<file path="config.mk">
export PLATFORM = sky130hd
export DESIGN_NAME = node_tx_queue_flat
export DESIGN_NICKNAME = d
export VERILOG_FILES = /design/src/rtl/node_tx_queue_if.sv /design/src/rtl/node_tx_queue.sv /design/src/flat_wrapper.sv
export SDC_FILE = /design/constraint.sdc
export NUM_CORES = 1
export LEC_CHECK = 0
export ABC_CLOCK_PERIOD_IN_PS = 5130
export CORE_ASPECT_RATIO = 1.1
export CORE_MARGIN = 2
export CORE_UTILIZATION = 60
export DETAILED_ROUTE_END_ITERATION = 10
export GPL_TIMING_DRIVEN = 0
export PLACE_DENSITY = 0.84
export SYNTH_ARGS = -nofsm -noshare
export SYNTH_HDL_FRONTEND = slang
export SYNTH_SLANG_ARGS = --single-unit
</file>
<file path="constraint.sdc">
create_clock -name Clk_R -period 5.13 [get_ports Clk_R]
set_input_delay 0.7695 -clock Clk_R [delete_from_list [all_inputs] [get_ports Clk_R]]
set_output_delay 0.7695 -clock Clk_R [all_outputs]
set_load 0.05 [all_outputs]
</file>
<file path="src/rtl/node_tx_queue_if.sv">
// rtl/node_tx_queue_if.sv - core-side write and router-side presentation bundle for node_tx_queue
interface node_tx_queue_if;
  logic        Core_Wr_En;
  logic [28:0] Core_Wr_Data;
  logic        Core_Full;
  logic        Core_Overflow;
  logic [28:0] Packet_From_Node;
  logic        Packet_From_Node_Valid;
  logic        Core_Load_Ack;
  logic [7:0]  Sent_Count;
  logic        Timeout_Err;

  // Queue side: takes core writes and router acks, drives status and the head packet
  modport slave (
    input  Core_Wr_En,
    input  Core_Wr_Data,
    input  Core_Load_Ack,
    output Core_Full,
    output Core_Overflow,
    output Packet_From_Node,
    output Packet_From_Node_Valid,
    output Sent_Count,
    output Timeout_Err
  );

  // Driver side: core/router model that writes packets and acknowledges the head
  modport master (
    output Core_Wr_En,
    output Core_Wr_Data,
    output Core_Load_Ack,
    input  Core_Full,
    input  Core_Overflow,
    input  Packet_From_Node,
    input  Packet_From_Node_Valid,
    input  Sent_Count,
    input  Timeout_Err
  );
endinterface

</file>
<file path="src/rtl/node_tx_queue.sv">
// rtl/node_tx_queue.sv - node transmit FIFO presenting its head to the router; optional NODE_TX_TYPE_CHECK_EN drops non-data packet types
module node_tx_queue #(
  parameter int DEPTH   = 4,
  parameter int TIMEOUT = 255
) (
  input  logic           Clk_R,
  input  logic           Rst,
  node_tx_queue_if.slave bus
);

  localparam int              PW          = (DEPTH > 1) ? $clog2(DEPTH) : 1;
  localparam int              CW          = PW + 1;
  localparam logic [CW-1:0]   DEPTH_C     = CW'(DEPTH);
  localparam logic [7:0]      STALL_LIMIT = 8'(TIMEOUT - 1);

  typedef enum logic [1:0] {
    IDLE    = 2'd0,
    PRESENT = 2'd1,
    GAP     = 2'd2
  } state_t;

  logic [28:0]   mem_q [DEPTH];
  logic [PW-1:0] rd_ptr_q, rd_ptr_d;
  logic [PW-1:0] wr_ptr_q, wr_ptr_d;
  logic [CW-1:0] count_q, count_d;
  state_t        state_q;
  logic          valid_q;
  logic [28:0]   pkt_q;
  logic          ovf_q;
  logic [7:0]    sent_q;
  logic [7:0]    stall_q;
  logic          err_q;

  logic          full;
  logic          type_ok;
  logic          wr_accept;
  logic          pop;

`ifdef NODE_TX_TYPE_CHECK_EN
  // Only DATA_C (010) and DATA_3 (001) packets may enter the queue
  assign type_ok = (bus.Core_Wr_Data[28:26] == 3'b010) ||
                   (bus.Core_Wr_Data[28:26] == 3'b001);
`else
  assign type_ok = 1'b1;
`endif

  // Full is judged on the registered count, so a same-cycle pop cannot make room for a write
  always_comb begin
    full      = (count_q == DEPTH_C);
    wr_accept = bus.Core_Wr_En && !full && type_ok;
    pop       = (state_q == PRESENT) && bus.Core_Load_Ack;
    wr_ptr_d  = wr_ptr_q + PW'(wr_accept);
    rd_ptr_d  = rd_ptr_q + PW'(pop);
    count_d   = count_q + CW'(wr_accept) - CW'(pop);
  end

  // Packet storage; contents beyond count are never read, so no reset is needed
  always_ff @(posedge Clk_R) begin
    if (wr_accept) begin
      mem_q[wr_ptr_q] <= bus.Core_Wr_Data;
    end
  end

  // Pointer and occupancy bookkeeping
  always_ff @(posedge Clk_R or posedge Rst) begin
    if (Rst) begin
      rd_ptr_q <= '0;
      wr_ptr_q <= '0;
      count_q  <= '0;
    end else begin
      rd_ptr_q <= rd_ptr_d;
      wr_ptr_q <= wr_ptr_d;
      count_q  <= count_d;
    end
  end

  // One-cycle drop indication for full-queue or rejected-type writes
  always_ff @(posedge Clk_R or posedge Rst) begin
    if (Rst) begin
      ovf_q <= 1'b0;
    end else begin
      ovf_q <= bus.Core_Wr_En && !wr_accept;
    end
  end

  // Presentation FSM: loads the head into the output register, holds it until acked, then idles one cycle
  always_ff @(posedge Clk_R or posedge Rst) begin
    if (Rst) begin
      state_q <= IDLE;
      valid_q <= 1'b0;
      pkt_q   <= '0;
      stall_q <= '0;
      sent_q  <= '0;
      err_q   <= 1'b0;
    end else begin
      case (state_q)
        IDLE: begin
          stall_q <= '0;
          if (count_q != '0) begin
            state_q <= PRESENT;
            valid_q <= 1'b1;
            pkt_q   <= mem_q[rd_ptr_q];
          end
        end
        PRESENT: begin
          if (bus.Core_Load_Ack) begin
            state_q <= GAP;
            valid_q <= 1'b0;
            pkt_q   <= '0;
            stall_q <= '0;
            if (sent_q != 8'hFF) begin
              sent_q <= sent_q + 8'd1;
            end
          end else if (stall_q < STALL_LIMIT) begin
            stall_q <= stall_q + 8'd1;
          end else begin
            // Head stays presented; the error is only reported
            err_q <= 1'b1;
          end
        end
        GAP: begin
          stall_q <= '0;
          if (count_q != '0) begin
            state_q <= PRESENT;
            valid_q <= 1'b1;
            pkt_q   <= mem_q[rd_ptr_q];
          end else begin
            state_q <= IDLE;
          end
        end
        default: begin
          state_q <= IDLE;
          valid_q <= 1'b0;
          pkt_q   <= '0;
          stall_q <= '0;
        end
      endcase
    end
  end

  assign bus.Core_Full              = full;
  assign bus.Core_Overflow          = ovf_q;
  assign bus.Packet_From_Node       = pkt_q;
  assign bus.Packet_From_Node_Valid = valid_q;
  assign bus.Sent_Count             = sent_q;
  assign bus.Timeout_Err            = err_q;

endmodule

</file>
<file path="src/flat_wrapper.sv">
// flat-port wrapper written by rule: the top's interface ports become plain ports
module node_tx_queue_flat 
#(
  parameter int DEPTH   = 4,
  parameter int TIMEOUT = 255
)
  (Clk_R, Rst, bus_Core_Wr_En, bus_Core_Wr_Data, bus_Core_Load_Ack, bus_Core_Full, bus_Core_Overflow, bus_Packet_From_Node, bus_Packet_From_Node_Valid, bus_Sent_Count, bus_Timeout_Err);
  node_tx_queue_if bus_i ();
  input  logic Clk_R;
  input  logic Rst;
  input wire logic [$bits(bus_i.Core_Wr_En)-1:0] bus_Core_Wr_En;
  input wire logic [$bits(bus_i.Core_Wr_Data)-1:0] bus_Core_Wr_Data;
  input wire logic [$bits(bus_i.Core_Load_Ack)-1:0] bus_Core_Load_Ack;
  output wire logic [$bits(bus_i.Core_Full)-1:0] bus_Core_Full;
  output wire logic [$bits(bus_i.Core_Overflow)-1:0] bus_Core_Overflow;
  output wire logic [$bits(bus_i.Packet_From_Node)-1:0] bus_Packet_From_Node;
  output wire logic [$bits(bus_i.Packet_From_Node_Valid)-1:0] bus_Packet_From_Node_Valid;
  output wire logic [$bits(bus_i.Sent_Count)-1:0] bus_Sent_Count;
  output wire logic [$bits(bus_i.Timeout_Err)-1:0] bus_Timeout_Err;
  assign bus_i.Core_Wr_En = bus_Core_Wr_En;
  assign bus_i.Core_Wr_Data = bus_Core_Wr_Data;
  assign bus_i.Core_Load_Ack = bus_Core_Load_Ack;
  assign bus_Core_Full = bus_i.Core_Full;
  assign bus_Core_Overflow = bus_i.Core_Overflow;
  assign bus_Packet_From_Node = bus_i.Packet_From_Node;
  assign bus_Packet_From_Node_Valid = bus_i.Packet_From_Node_Valid;
  assign bus_Sent_Count = bus_i.Sent_Count;
  assign bus_Timeout_Err = bus_i.Timeout_Err;
  node_tx_queue #(.DEPTH(DEPTH), .TIMEOUT(TIMEOUT)) u_core (.Clk_R(Clk_R), .Rst(Rst), .bus(bus_i));
endmodule
</file>
* Word-level counts from Yosys, hierarchy flattened
Memory sizes are Yosys's and may differ from the RTL's.
Index checks and enable logic that the tools add are counted.
** Storage, ports and cells
- Flip-flop bits (word level) :: 57
- Bits in writable memories :: 116
- Input bits :: 33
- Output and inout port bits :: 41
- Memories :: 1
** Memories
- u_core.mem_q :: words 4, bits a word 29, read ports 1, clocked after memory_dff 0, write ports 1, line node_tx_queue.sv:22 : logic [28:0] mem_q [DEPTH];
** Cells by class
- Add/sub/neg operators :: 6
- Order comparisons :: 1
- Equality and inequality tests :: 8
- Muxes and demuxes :: 15
- Bitwise logic cells :: 2
- Reductions and logical operators :: 12
** Operator list (number)
- $mux W29 :: 2
- $pmux W29 S2 :: 1
- $mux W8 :: 3
- $add A8 B1 Y8 const B :: 2
- $lt A8 B8 Y1 const B :: 1
- $ne A8 B8 Y1 const B :: 1
- $pmux W2 S3 :: 1
- $reduce_and A3 Y1 :: 2
- $mux W1 :: 5
- $add A2 B1 Y2 :: 2
- $mux W2 :: 2
- $ne A2 B1 Y1 const B :: 2
- $reduce_and A2 Y1 :: 2
- $add A3 B1 Y3 :: 1
- $eq A3 B3 Y1 const B :: 1
- $logic_and A1 B1 Y1 :: 3
- $ne A3 B3 Y1 const B :: 1
- $reduce_bool A3 Y1 :: 1
- $sub A3 B1 Y3 :: 1
- $eq A2 B1 Y1 const B :: 1
- $eq A2 B2 Y1 const B :: 1
- $logic_not A1 Y1 :: 2
- $logic_not A2 Y1 :: 1
- $ne A2 B2 Y1 const B :: 1
- other kinds (3) :: 4

* Logic depth before layout (Yosys ltp)
Gate-level depths: netlist (run 1).
- Depth after elaboration :: 5
- Depth in mapped cells :: 7

* Worst setup path after synthesis (run 1)
Ideal clock, no wire load.
- Kind :: register to register
- Start point :: reg u_core.count_q[2]
- End point :: mem u_core.mem_q[0][0] (enable)
- Arrival time :: 3.254 ns
- Data required time :: 4.673 ns
- Slack :: 1.418 ns
- Cell stages (with the launch flop) :: 4
- Cells stage by stage :: dfrtp_1 -> nor3b_1 -> nor2b_1 -> nor3b_1
** On the way
- Word-level cells in the longest chain between the ends :: 5
** RTL lines
- start, declared :: line node_tx_queue.sv:25 : logic [CW-1:0] count_q, count_d;
- start signal, assigned :: line node_tx_queue.sv:73 : count_q <= count_d;
- $eq A3 B3 Y1 :: line node_tx_queue.sv:49 : full = (count_q == DEPTH_C);
- via bus_Core_Full :: line flat_wrapper.sv:14 : output wire logic [$bits(bus_i.Core_Full)-1:0] bus_Core_Full;
- $logic_not A1 Y1 :: line node_tx_queue.sv:50 : wr_accept = bus.Core_Wr_En && !full && type_ok;
- $logic_and A1 B1 Y1 :: line node_tx_queue.sv:50
- $mux W1 :: line node_tx_queue.sv:59 : if (wr_accept) begin
- $mux W1 (not written as such) :: line node_tx_queue.sv:60 : mem_q[wr_ptr_q] <= bus.Core_Wr_Data;
- end, declared :: line node_tx_queue.sv:22
The timed path passes the listed nets, and every way through them passes these cells.

* Final worst setup path (run 1)
- Start point :: reg u_core.count_q[1]
- End point :: out bus_Core_Full
** On the way
- Word-level cells in the longest chain between the ends :: 1
** RTL lines (line)
- $eq A3 B3 Y1 :: node_tx_queue.sv:49
- end, declared :: flat_wrapper.sv:14
No other way between the ends.

==> metrics.yaml, run 1 <==
placed_design:
  port_buffers: 73
  dp_slack_ns: 2.11
  dpl.cell_count: 553
  place_congestion: 0.716
  hpwl_microns: 7320
  dpl_cell_area_sq_um: 7540
route:
  drc: 0
  vias_per_cell: 5.88
  first_iter_violations: 219
  wire_per_inst_microns: 21.0
  vias: 3442
  first_pass_iters: 4
  wl_microns: 12300
  antenna_left: 0
finish:
  drive_above_1_share_pct: 18.6
  finalNetCount: 469
  design_area_sq_um: 8130
  synthToLayoutAreaGrowth_pct: 24.4
  finalNonFillerCells: 585
  nFillCells: 562
  n_antenna_cell: 0
yosys:
  synth_mux_area_share_pct: 10.8
  async_reset_ff_share_pct: 32.9
  yosysTopAreaCell: "edfxtp_1"
  synth_top_area_share_pct: 53.3
  synthAdderAreaFrac_pct: 1.46
  ys_seq_area_share_pct: 75.2
  synth_xor_xnor_area_share_pct: 1.07
  ys_warn_count: 0
  synthTopCellsByArea: "edfxtp_1, dfrtp_1, mux4_2, a22o_1, ha_1"
  avgSynthCellArea_sq_um: 19.7
  ys_seq_elements: 173
  synth_edf_count: 116
  synth-compound-area-share_pct: 5.88
  ys_types: 37
  synth_top_family_by_area: "multiplexers"
  synth_cells: 332
  yosys_most_used_dff: "edfxtp_1"
  syn_area_sq_um: 6530
  synth_nets: 372
  synth-simple-area-share_pct: 3.56
critical_path:
  critPathLaunchType: "register"
  reg2reg_depth: 5
  cp.arrival_ns: 2.15
  timing.rr.start: "u_core.count_q[2]"
  crit_path_end_kind: "output pin"
  rrSetupSlack_ns: 2.75
  crit_required_ns: 4.36
  r2r_end: "u_core.mem_q[0][10]"
  worstSetupPathType: "register to output pin"
  crit_path_start: "u_core.count_q[1]"
  crit_fanout: 5
power_and_ir_drop:
  p_int_mw: 3.34
  p_sw_mw: 1.78
  powerDensity_nw_per_um2: 630
  vdd_drop_max_mv: 0.409
  power_leakage_nw: 3.02
  p_sw_share_pct: 34.7
  total_power_mw: 5.12
  combPwrFrac_pct: 35.2
  seq_power_share_pct: 40.2
  p_clk_share_pct: 24.6
global_routing:
  antenna_found_initial: 0
  grt_remaining_overflow: 0
  grt_pass1_vias: 3740
  grt_pass1_wl_microns: 19500
  grtUsageTotal_pct: 23.2
  grt_max_degree: 32
cts:
  clk_pin_slew_ns: 0.07
  clockRootBuffer: "clkbuf_16"
  h-tree-depth: 4
  worstSkewPairLatency_ns: 0.42
  cts_resized: 0
  cts_tree: "yes"
  cts.sinks: 173
  cts-buffers-inserted: 17
  post_cts_buffers: 0
  ctsHoldBuffers: 0
  clockBufferDepth: 2
sta:
  fmax_ghz: 0.343
  timing.final.ws_setup_ns: 2.21
  worst_pin_slew_ns: 0.845
  maxSlewViolCount: 0
  fin_worst_skew_ns: 0.00661
  post-route-period-util_pct: 56.9
  maxSlewHeadroom_pct: 43.7
  period_needed_ns: 2.92
  final-setup-viol-count: 0
  rsz0062_at_grt: "false"
  hold_violations: 0
job:
  maxCapViolations: 0
floorplanning:
  die_y_microns: 113
  die-area_sq_um: 11700
  die_w_microns: 103
  rows: 39
  start_util_pct: 62.3
  core_sq_um: 10500
  num_io_pins: 74
min_path:
  worst_hold_path.endpoint: "u_core.bus.Timeout_Err"
  hold_class: "register to register"
  worstHoldStart: "u_core.bus.Timeout_Err"
  hold_depth: 1
run_status:
  outcome: "finished clean"
worst max path at each step:
stage,endpoint,slack (ns),cells past startpoint
final,bus_Core_Full,2.21,2
after global routing,bus_Core_Full,2.16,2
after CTS,bus_Core_Full,2.18,2
after detailed placement,u_core.mem_q[0][12],2.11,5
after global placement,u_core.mem_q[0][12],-0.86,3
after floorplan,u_core.mem_q[0][0],1.42,3
area by class of cell:
type,instances,area [sq um],share of cell area [%]
plain buffers,14,109,1.34
repair buffers,78,812,9.99
inverters,6,22.5,0.277
flip-flops and latches,173,4910,60.4
multi-input cells,139,1510,18.5
clock buffers,17,425,5.23
well taps,143,179,2.20
clock inverters,15,164,2.02
Yosys cell counts (all sizes together), types with 2 or more instances:
library cell and number:
clkbuf 6, nand3 4, and4 2, mux4 29, xor2 4, a22o 29
xnor2 4, dfrtp 57, and3 5, and3b 3, nand2b 2, a31oi 3
mux2 4, nor3b 2, a21oi 5, nor3 2, ha 6, nand2 7
o21bai 2, a41oi 2, nand4 3, buf 8, inv 6, a211oi 2
edfxtp 116, nor2 9, o21ai 3
placed cells by master (no fill, tap or decap), types with 5 or more instances in the layout:
master and instances:
a21oi_1 5, a22o_1 29, buf_6 8, clkbuf_1 6
clkbuf_16 17, clkdlybuf4s50_1 73, dfrtp_1 57, edfxtp_1 116
ha_1 6, inv_1 5, mux4_2 29, nand2_1 7
nor2_1 8
kinds of logic after synthesis:
group | after synthesis
fa+ha+maj | 7
mux | 34
xor+xnor | 8
simple gates | 42
buf+inv | 20
flops | 173
compound gates | 48
metal layers:
metal / vias up / wire length [microns] / track usage, %
met2: 102 / 6680 / 40.0
met1: 1795 / 4780 / 28.8
met5: - / 0 / 0
met4: 0 / 238 / 8.86
li1: 1527 / - / -
met3: 18 / 551 / 4.72
critical path: stages, from the launching register on:
cell	delay [ns]
dfrtp_1	0.46
nor3b_1	0.39
clkdlybuf4s50_1	0.88
metrics by stage:
| step | util [%] | hold slack [ns] | TNS (ns) |
|---|---|---|---|
| global route | 77.5 | 0.507 | 0 |
| global placement | 70.9 | 0.459 | -24.77 |
| detailed placement | 71.8 | 0.470 | 0 |
| finish | 77.5 | 0.479 | 0 |
| CTS | 77.5 | 0.489 | 0 |
| floorplan | - | 0.489 | 0 |
power groups by stage:
stage	registers, mW	clock network (mW)	logic (mW)
after floorplan	2.44	0	0.843
after global placement	2.06	0	1.73
after detailed placement	2.08	0	1.80
after CTS	2.06	1.28	1.83
after global routing	2.09	1.33	1.92
final	2.06	1.26	1.80
registers in the layout (all words and copies together) (netlist names):
name / flops
u_core.bus.Packet_From_Node_Valid: 1
u_core.bus.Packet_From_Node: 29
u_core.state_q: 2
u_core.rd_ptr_q: 2
u_core.stall_q: 8
u_core.bus.Sent_Count: 8
u_core.count_q: 3
u_core.bus.Timeout_Err: 1
u_core.bus.Core_Overflow: 1
u_core.wr_ptr_q: 2
u_core.mem_q: 116
(Power assumes the default switching activity.)
==> run 2: changes to the inputs <==
Settings changed: ABC_CLOCK_PERIOD_IN_PS 5130 to 2570, CORE_UTILIZATION 60 to 50, PLACE_DENSITY 0.84 to 0.75.
Clock period 5.13 ns to 2.57 ns, I/O delays scaled along.
==> metrics.yaml, run 2 (synthesis gave the netlist of run 1 again) <==
cts:
  h-tree-depth: 4  # unchanged
  ctsHoldBuffers: 0  # unchanged
  cts-buffers-inserted: 17  # unchanged
  cts_tree: "yes"  # unchanged
  clockRootBuffer: "clkbuf_16"  # unchanged
  clockBufferDepth: 2  # unchanged
  post_cts_buffers: 0  # unchanged
  clk_pin_slew_ns: 0.06  # was 0.07 ns
  cts.sinks: 173  # unchanged
  cts_resized: 0  # unchanged
  worstSkewPairLatency_ns: 0.43  # was 0.42 ns
critical_path:
  crit_path_end_kind: "output pin"  # unchanged
  cp.arrival_ns: 2.03  # was 2.15 ns
  crit_required_ns: 2.18  # was 4.36 ns
  crit_path_start: "u_core.count_q[1]"  # unchanged
  worstSetupPathType: "register to output pin"  # unchanged
  rrSetupSlack_ns: 0.22  # was 2.75 ns
  path_delay_family: "buffers and inverters"  # unchanged
  max_stage_delay_ns: 0.86  # was 0.88 ns
  critPathLaunchType: "register"  # unchanged
  crit_buf_inv: 1  # unchanged
  crit_fanout: 5  # unchanged
  cp_slowest_cell: "clkdlybuf4s50_1"  # unchanged
  timing.rr.start: "u_core.count_q[2]"  # unchanged
  path_cells: "nor3b_2, clkdlybuf4s50_1"  # was nor3b_1, clkdlybuf4s50_1
sta:
  hold_violations: 0  # unchanged
  maxSlewHeadroom_pct: 39.2  # was 43.7%
  worst_pin_slew_ns: 0.910  # was 0.845 ns
  rsz0062_at_grt: "false"  # unchanged
  period_needed_ns: 2.42
  final.setup.tns_ns: 0  # unchanged
  post-route-period-util_pct: 94.1
  fmax_ghz: 0.414
  final-setup-viol-count: 0  # unchanged
  maxSlewViolCount: 0  # unchanged
  fin_worst_skew_ns: 0.0102  # was 0.00661 ns
  fin_hold_ws_ns: 0.280  # was 0.479 ns
route:
  wl_microns: 11900  # was 12300 microns
  first_iter_violations: 221  # was 219
  first_pass_iters: 8  # was 4
  antenna_left: 0  # unchanged
  drc: 8  # was 0
  wire_per_inst_microns: 19.9  # was 21.0 microns
  vias: 3392  # was 3442
  vias_per_cell: 5.69  # was 5.88
finish:
  top_register: "u_core.mem_q"  # unchanged
  n_antenna_cell: 0  # unchanged
  design_area_sq_um: 8100  # was 8130 sq um
  regArea_sq_um: 4910  # unchanged
  multi_input_area_sq_um: 1520  # was 1510 sq um
  mostFrequentLayoutCell: "edfxtp_1"  # unchanged
  finalNonFillerCells: 596  # was 585
  drive_above_1_share_pct: 17.3  # was 18.6%
  layout_common_cells: "edfxtp_1, clkdlybuf4s50_1, dfrtp_1, mux4_2, a22o_1"  # unchanged
  synthToLayoutAreaGrowth_pct: 24.0  # was 24.4%
  finalNetCount: 467  # was 469
  nFillCells: 875  # was 562
  largest_register_ffs: 116  # unchanged
floorplanning:
  die_y_microns: 124  # was 113 microns
  rows: 43  # was 39
  num_io_pins: 74  # unchanged
  die_w_microns: 113  # was 103 microns
  start_util_pct: 51.4  # was 62.3%
  die-area_sq_um: 14000  # was 11700 sq um
  core_sq_um: 12700  # was 10500 sq um
global_routing:
  grtUsageTotal_pct: 18.4  # was 23.2%
  grt_pass1_vias: 3538  # was 3740
  grt_remaining_overflow: 0  # unchanged
  grt_max_degree: 43  # was 32
  grt_pass1_wl_microns: 18800  # was 19500 microns
  antenna_found_initial: 0  # unchanged
placed_design:
  hpwl_microns: 7240  # was 7320 microns
  dpl.cell_count: 565  # was 553
  place_congestion: 0.749  # was 0.716
  dpl_cell_area_sq_um: 7550  # was 7540 sq um
  port_buffers: 73  # unchanged
power_and_ir_drop:
  combPwrFrac_pct: 35.2  # about the same
  p_clk_share_pct: 24.1  # was 24.6%
  p_sw_share_pct: 33.8  # was 34.7%
  seq_power_share_pct: 40.7  # was 40.2%
  p_int_mw: 6.66  # was 3.34 mW
  p_sw_mw: 3.40  # was 1.78 mW
  powerDensity_nw_per_um2: 1240  # was 630 nW/um^2
  total_power_mw: 10.1  # was 5.12 mW
  power_leakage_nw: 3.01  # was 3.02 nW
  vdd_drop_max_mv: 0.616  # was 0.409 mV
run_status:
  violations: "design-rule violations"
  outcome: "finished, violations left"  # was finished clean
job:
  maxCapViolations: 0  # unchanged
min_path:
  hold_class: "input pin to async pin"  # was register to register
-- run 2: cell count changes in the layout (fill, tap and decap cells not counted), sizes merged --
cell | previous run | this run
clkbuf | 23 | 28
inv | 10 | 6
clkinv | 5 | 6
clkinvlp | 4 | 1
buf | 13 | 11
-- run 2: stage by stage --
stage                     setup slack, ns  utilization, %
after floorplan                   -0.0285               -
after global placement              -1.22            58.8
after detailed placement          -0.0966            59.4
after CTS                           0.143            63.8
after global routing               0.0801            63.8
final                               0.152            63.8
-- run 2: final cells by class --
cell class,instances,share of cell area (%)
sequential,173,60.6
multi-input combinational,139,18.7
timing repair buffer,76,9.80
clock buffer,22,5.61
tap,157,2.43
buffer,14,1.34
clock inverter,9,1.19
inverter,6,0.278
-- run 2: power by group through the flow --
stage	Sequential, mW	Combinational [mW]	Clock [mW]
2_1_floorplan	4.88	1.69	0
3_3_place_gp	4.12	3.46	0
3_5_place_dp	4.14	3.60	0
4_1_cts	4.10	3.60	2.46
5_1_grt	4.18	3.77	2.57
6_report	4.10	3.54	2.42
-- run 2: worst paths after layout --
| check | to | cells past startpoint |
|---|---|---|
| setup reg to reg | u_core.mem_q[0][17] | 4 |
| hold / removal | u_core.bus.Packet_From_Node[11] | 2 |
| max in group asynchronous | u_core.bus.Sent_Count[7] | 3 |
| min in group Clk_R | u_core.bus.Timeout_Err | 1 |
| setup / recovery | bus_Core_Full | 2 |
| hold reg to reg | u_core.bus.Timeout_Err | 1 |
-- run 2: layer usage --
| metal | share of wire (%) | up-vias | GRT usage [%] | wire, microns |
|---|---|---|---|---|
| met1 | 42 | 1770 | 22.9 | 5030 |
| met4 | 1.8 | 0 | 7.55 | 208 |
| met3 | 4.3 | 16 | 4.48 | 511 |
| met2 | 52 | 79 | 31.4 | 6110 |
| met5 | 0 | - | 0 | 0 |
| li1 | - | 1527 | - | - |
==> run 3: changes to the inputs <==
--- a/config.mk
+++ b/config.mk
@@ -7,2 +7,3 @@
 export LEC_CHECK = 0
+export ABC_AREA = 1
 export ABC_CLOCK_PERIOD_IN_PS = 2570
@@ -10,6 +11,6 @@
 export CORE_MARGIN = 2
-export CORE_UTILIZATION = 50
+export CORE_UTILIZATION = 51
 export DETAILED_ROUTE_END_ITERATION = 10
 export GPL_TIMING_DRIVEN = 0
-export PLACE_DENSITY = 0.75
+export PLACE_DENSITY = 0.76
 export SYNTH_ARGS = -nofsm -noshare
==> constraint.sdc (replaced) <==
create_clock -name Clk_R -period 2.57 [get_ports Clk_R]
set_input_delay 0.514 -clock Clk_R [delete_from_list [all_inputs] [get_ports Clk_R]]
set_output_delay 0.514 -clock Clk_R [all_outputs]
set_load 0.05 [all_outputs]
==> metrics.yaml, run 3 <==
global_routing:
  grt_pass1_vias: 4877  # was 3538
  grt_util_met2_pct: 37.6  # was 31.4%
  grtUsageTotal_pct: 22.4  # was 18.4%
  top_usage_layer: "met2"  # unchanged
  grt_remaining_overflow: 0  # unchanged
  met3_usage_pct: 4.38  # was 4.48%
  grt_pass1_wl_microns: 24400  # was 18800 microns
  grt_max_degree: 41  # was 43
  grtUsageMet1_pct: 27.7  # was 22.9%
  antenna_found_initial: 0  # unchanged
sta:
  rsz0062_at_grt: "false"  # unchanged
  hold_violations: 0  # unchanged
  fin_worst_skew_ns: 0.00916  # was 0.0102 ns
  period_needed_ns: 2.47  # was 2.42 ns
  worst_pin_slew_ns: 0.927  # was 0.910 ns
  maxSlewHeadroom_pct: 37.8  # was 39.2%
  fmax_ghz: 0.404  # was 0.414 GHz
  maxSlewViolCount: 0  # unchanged
  post-route-period-util_pct: 96.2  # was 94.1%
  final.setup.tns_ns: 0  # unchanged
  final-setup-viol-count: 0  # unchanged
yosys:
  synth_top_area_share_pct: 50.4  # was 53.3%
  synthAdderAreaFrac_pct: 1.38  # was 1.46%
  synth_top_family_by_area: "simple AND/OR/NAND/NOR gates"  # was multiplexers
  async_reset_ff_share_pct: 32.9  # unchanged
  ys_seq_area_share_pct: 71.1  # was 75.2%
  synth_cells: 608  # was 332
  synth_mux_area_share_pct: 0  # was 10.8%
  synth_xor_xnor_area_share_pct: 1.14  # was 1.07%
  syn_area_sq_um: 6910  # was 6530 sq um
  ys_seq_elements: 173  # unchanged
  synth-compound-area-share_pct: 0.905  # was 5.88%
  synthTopCellsByArea: "edfxtp_1, dfrtp_1, nand2_1, nand3_1, inv_1"  # was edfxtp_1, dfrtp_1, mux4_2, a22o_1, ha_1
  ys_warn_count: 0  # unchanged
  avgSynthCellArea_sq_um: 11.4  # was 19.7 sq um
  synth_commonest_cells: "nand2_1, edfxtp_1, nand3_1"  # was edfxtp_1, dfrtp_1, a22o_1, mux4_2, nor2_1
  yosysTopAreaCell: "edfxtp_1"  # unchanged
  synth-simple-area-share_pct: 21.2  # was 3.56%
  yosys_most_used_dff: "edfxtp_1"  # unchanged
  synth_nets: 648  # was 372
  synth_edf_count: 116  # unchanged
  post-synth-top-count-cell: "nand2_1"  # was edfxtp_1
  ys_types: 30  # was 37
route:
  wire_per_inst_microns: 17.2  # was 19.9 microns
  antenna_left: 0  # unchanged
  first_pass_iters: 4  # was 8
  first_iter_violations: 366  # was 221
  vias_per_cell: 5.42  # was 5.69
  wl_microns: 15200  # was 11900 microns
  drc: 0  # was 8
  vias: 4793  # was 3392
power_and_ir_drop:
  total_power_mw: 10.9  # was 10.1 mW
  power_leakage_nw: 3.60  # was 3.01 nW
  vdd_drop_max_mv: 0.737  # was 0.616 mV
  powerDensity_nw_per_um2: 1260  # was 1240 nW/um^2
critical_path:
  max_stage_delay_ns: 0.79  # was 0.86 ns
  cp.arrival_ns: 1.96  # was 2.03 ns
  crit_path_end_kind: "output pin"  # unchanged
  crit_fanout: 3  # was 5
  critPathLaunchType: "register"  # unchanged
  worstSetupPathType: "register to output pin"  # unchanged
  crit_required_ns: 2.06  # was 2.18 ns
  cp_slowest_cell: "clkdlybuf4s50_1"  # unchanged
  path_delay_family: "buffers and inverters"  # unchanged
  crit_top_cell: "inv_1"
  path_cells: "inv_1, nand3_1, inv_1, clkdlybuf4s50_1"  # was nor3b_2, clkdlybuf4s50_1
  crit_buf_inv: 3  # was 1
placed_design:
  hpwl_microns: 10200  # was 7240 microns
  place_congestion: 0.752  # was 0.749
  dpl.cell_count: 854  # was 565
  dpl_cell_area_sq_um: 8010  # was 7550 sq um
  port_buffers: 73  # unchanged
cts:
  cts_resized: 0  # unchanged
  ctsHoldBuffers: 0  # unchanged
  clk_pin_slew_ns: 0.06  # about the same
  clockRootBuffer: "clkbuf_16"  # unchanged
  cts_tree: "yes"  # unchanged
  cts-buffers-inserted: 17  # unchanged
  clockBufferDepth: 2  # unchanged
  h-tree-depth: 4  # unchanged
  cts.sinks: 173  # unchanged
  worstSkewPairLatency_ns: 0.43  # about the same
  post_cts_buffers: 0  # unchanged
finish:
  nFillCells: 973  # was 875
  layout_common_cells: "nand2_1, edfxtp_1, nand3_1, clkdlybuf4s50_1, dfrtp_1"  # was edfxtp_1, clkdlybuf4s50_1, dfrtp_1, mux4_2, a22o_1
  finalNonFillerCells: 885  # was 596
  largest_register_ffs: 116  # unchanged
  mostFrequentLayoutCell: "nand2_1"  # was edfxtp_1
  design_area_sq_um: 8630  # was 8100 sq um
  n_antenna_cell: 0  # unchanged
  finalNetCount: 752  # was 467
  regArea_sq_um: 4910  # unchanged
  multi_input_area_sq_um: 1720  # was 1520 sq um
  drive_above_1_share_pct: 10.6  # was 17.3%
  top_register: "u_core.mem_q"  # unchanged
  synthToLayoutAreaGrowth_pct: 24.9  # was 24.0%
floorplanning:
  die_w_microns: 115  # was 113 microns
  die-area_sq_um: 14500  # was 14000 sq um
  die_y_microns: 126  # was 124 microns
  rows: 44  # was 43
  num_io_pins: 74  # unchanged
  core_sq_um: 13200  # was 12700 sq um
  start_util_pct: 52.3  # was 51.4%
run_status:
  outcome: "finished clean"  # was finished, violations left
min_path:
  hold_class: "input pin to async pin"  # unchanged
job:
  maxCapViolations: 0  # unchanged
[run 3: kinds of logic (layout without fill, tap and decap cells)]
family          Yosys count  after routing
xor+xnor                  9              9
flops                   173            173
simple gates            345            345
compound gates           11             11
buf+inv                  63            179
fa+ha+maj                 7              7
[run 3: routing by layer]
layer  routed length (microns)  vias to the layer above
met5                         0                        -
met4                       348                        0
met3                       844                       29
met2                      7850                      173
met1                      6180                     2346
li1                          -                     2245
[run 3: path summary, 6_finish.rpt]
kind | startpoint | end | slack, ns | cells after the start
max in group asynchronous | Rst | u_core.bus.Packet_From_Node[21] | 1.60 | 3
setup reg to reg | u_core.count_q[1] | u_core.mem_q[2][21] | 0.24 | 6
setup / recovery | u_core.count_q[1] | bus_Core_Full | 0.1 | 4
hold / removal | Rst | u_core.bus.Packet_From_Node[4] | 0.40 | 2
hold reg to reg | u_core.bus.Timeout_Err | u_core.bus.Timeout_Err | 0.47 | 2
min in group Clk_R | u_core.bus.Timeout_Err | u_core.bus.Timeout_Err | 0.47 | 2
[run 3: metrics by stage]
stage                     worst slack [ns]  hold WS, ns  util [%]
final                               0.0968        0.404      65.3
after global routing               0.00902        0.449      65.3
after CTS                           0.0599        0.407      65.3
after detailed placement            -0.144        0.459      60.6
after global placement               -2.61        0.448      59.3
after floorplan                     -0.577        0.478         -
[run 3: area by class of cell]
cell class	instances	area share [%]
Buffer	25	1.71
Clock buffer	20	5.18
Clock inverter	11	1.94
Inverter	38	1.71
Multi-Input combinational cell	372	20.0
Sequential cell	173	56.9
Tap cell	161	2.34
Timing Repair Buffer	85	10.2
[run 3: worst reg2reg max path, delay by kind of cell (launching register included)]
kind	cells	cell delay (ns)
DFF	1	0.41
buffers and inverters	3	0.56
and+or+nand+nor	3	1.06
[run 3: power breakdown]
group          switching [mW]  internal [mW]  leakage, nW
logic                    2.85           1.34         1.51
registers               0.326           3.73         1.79
clock network            1.02           1.64        0.298
total                    4.19           6.71         3.60
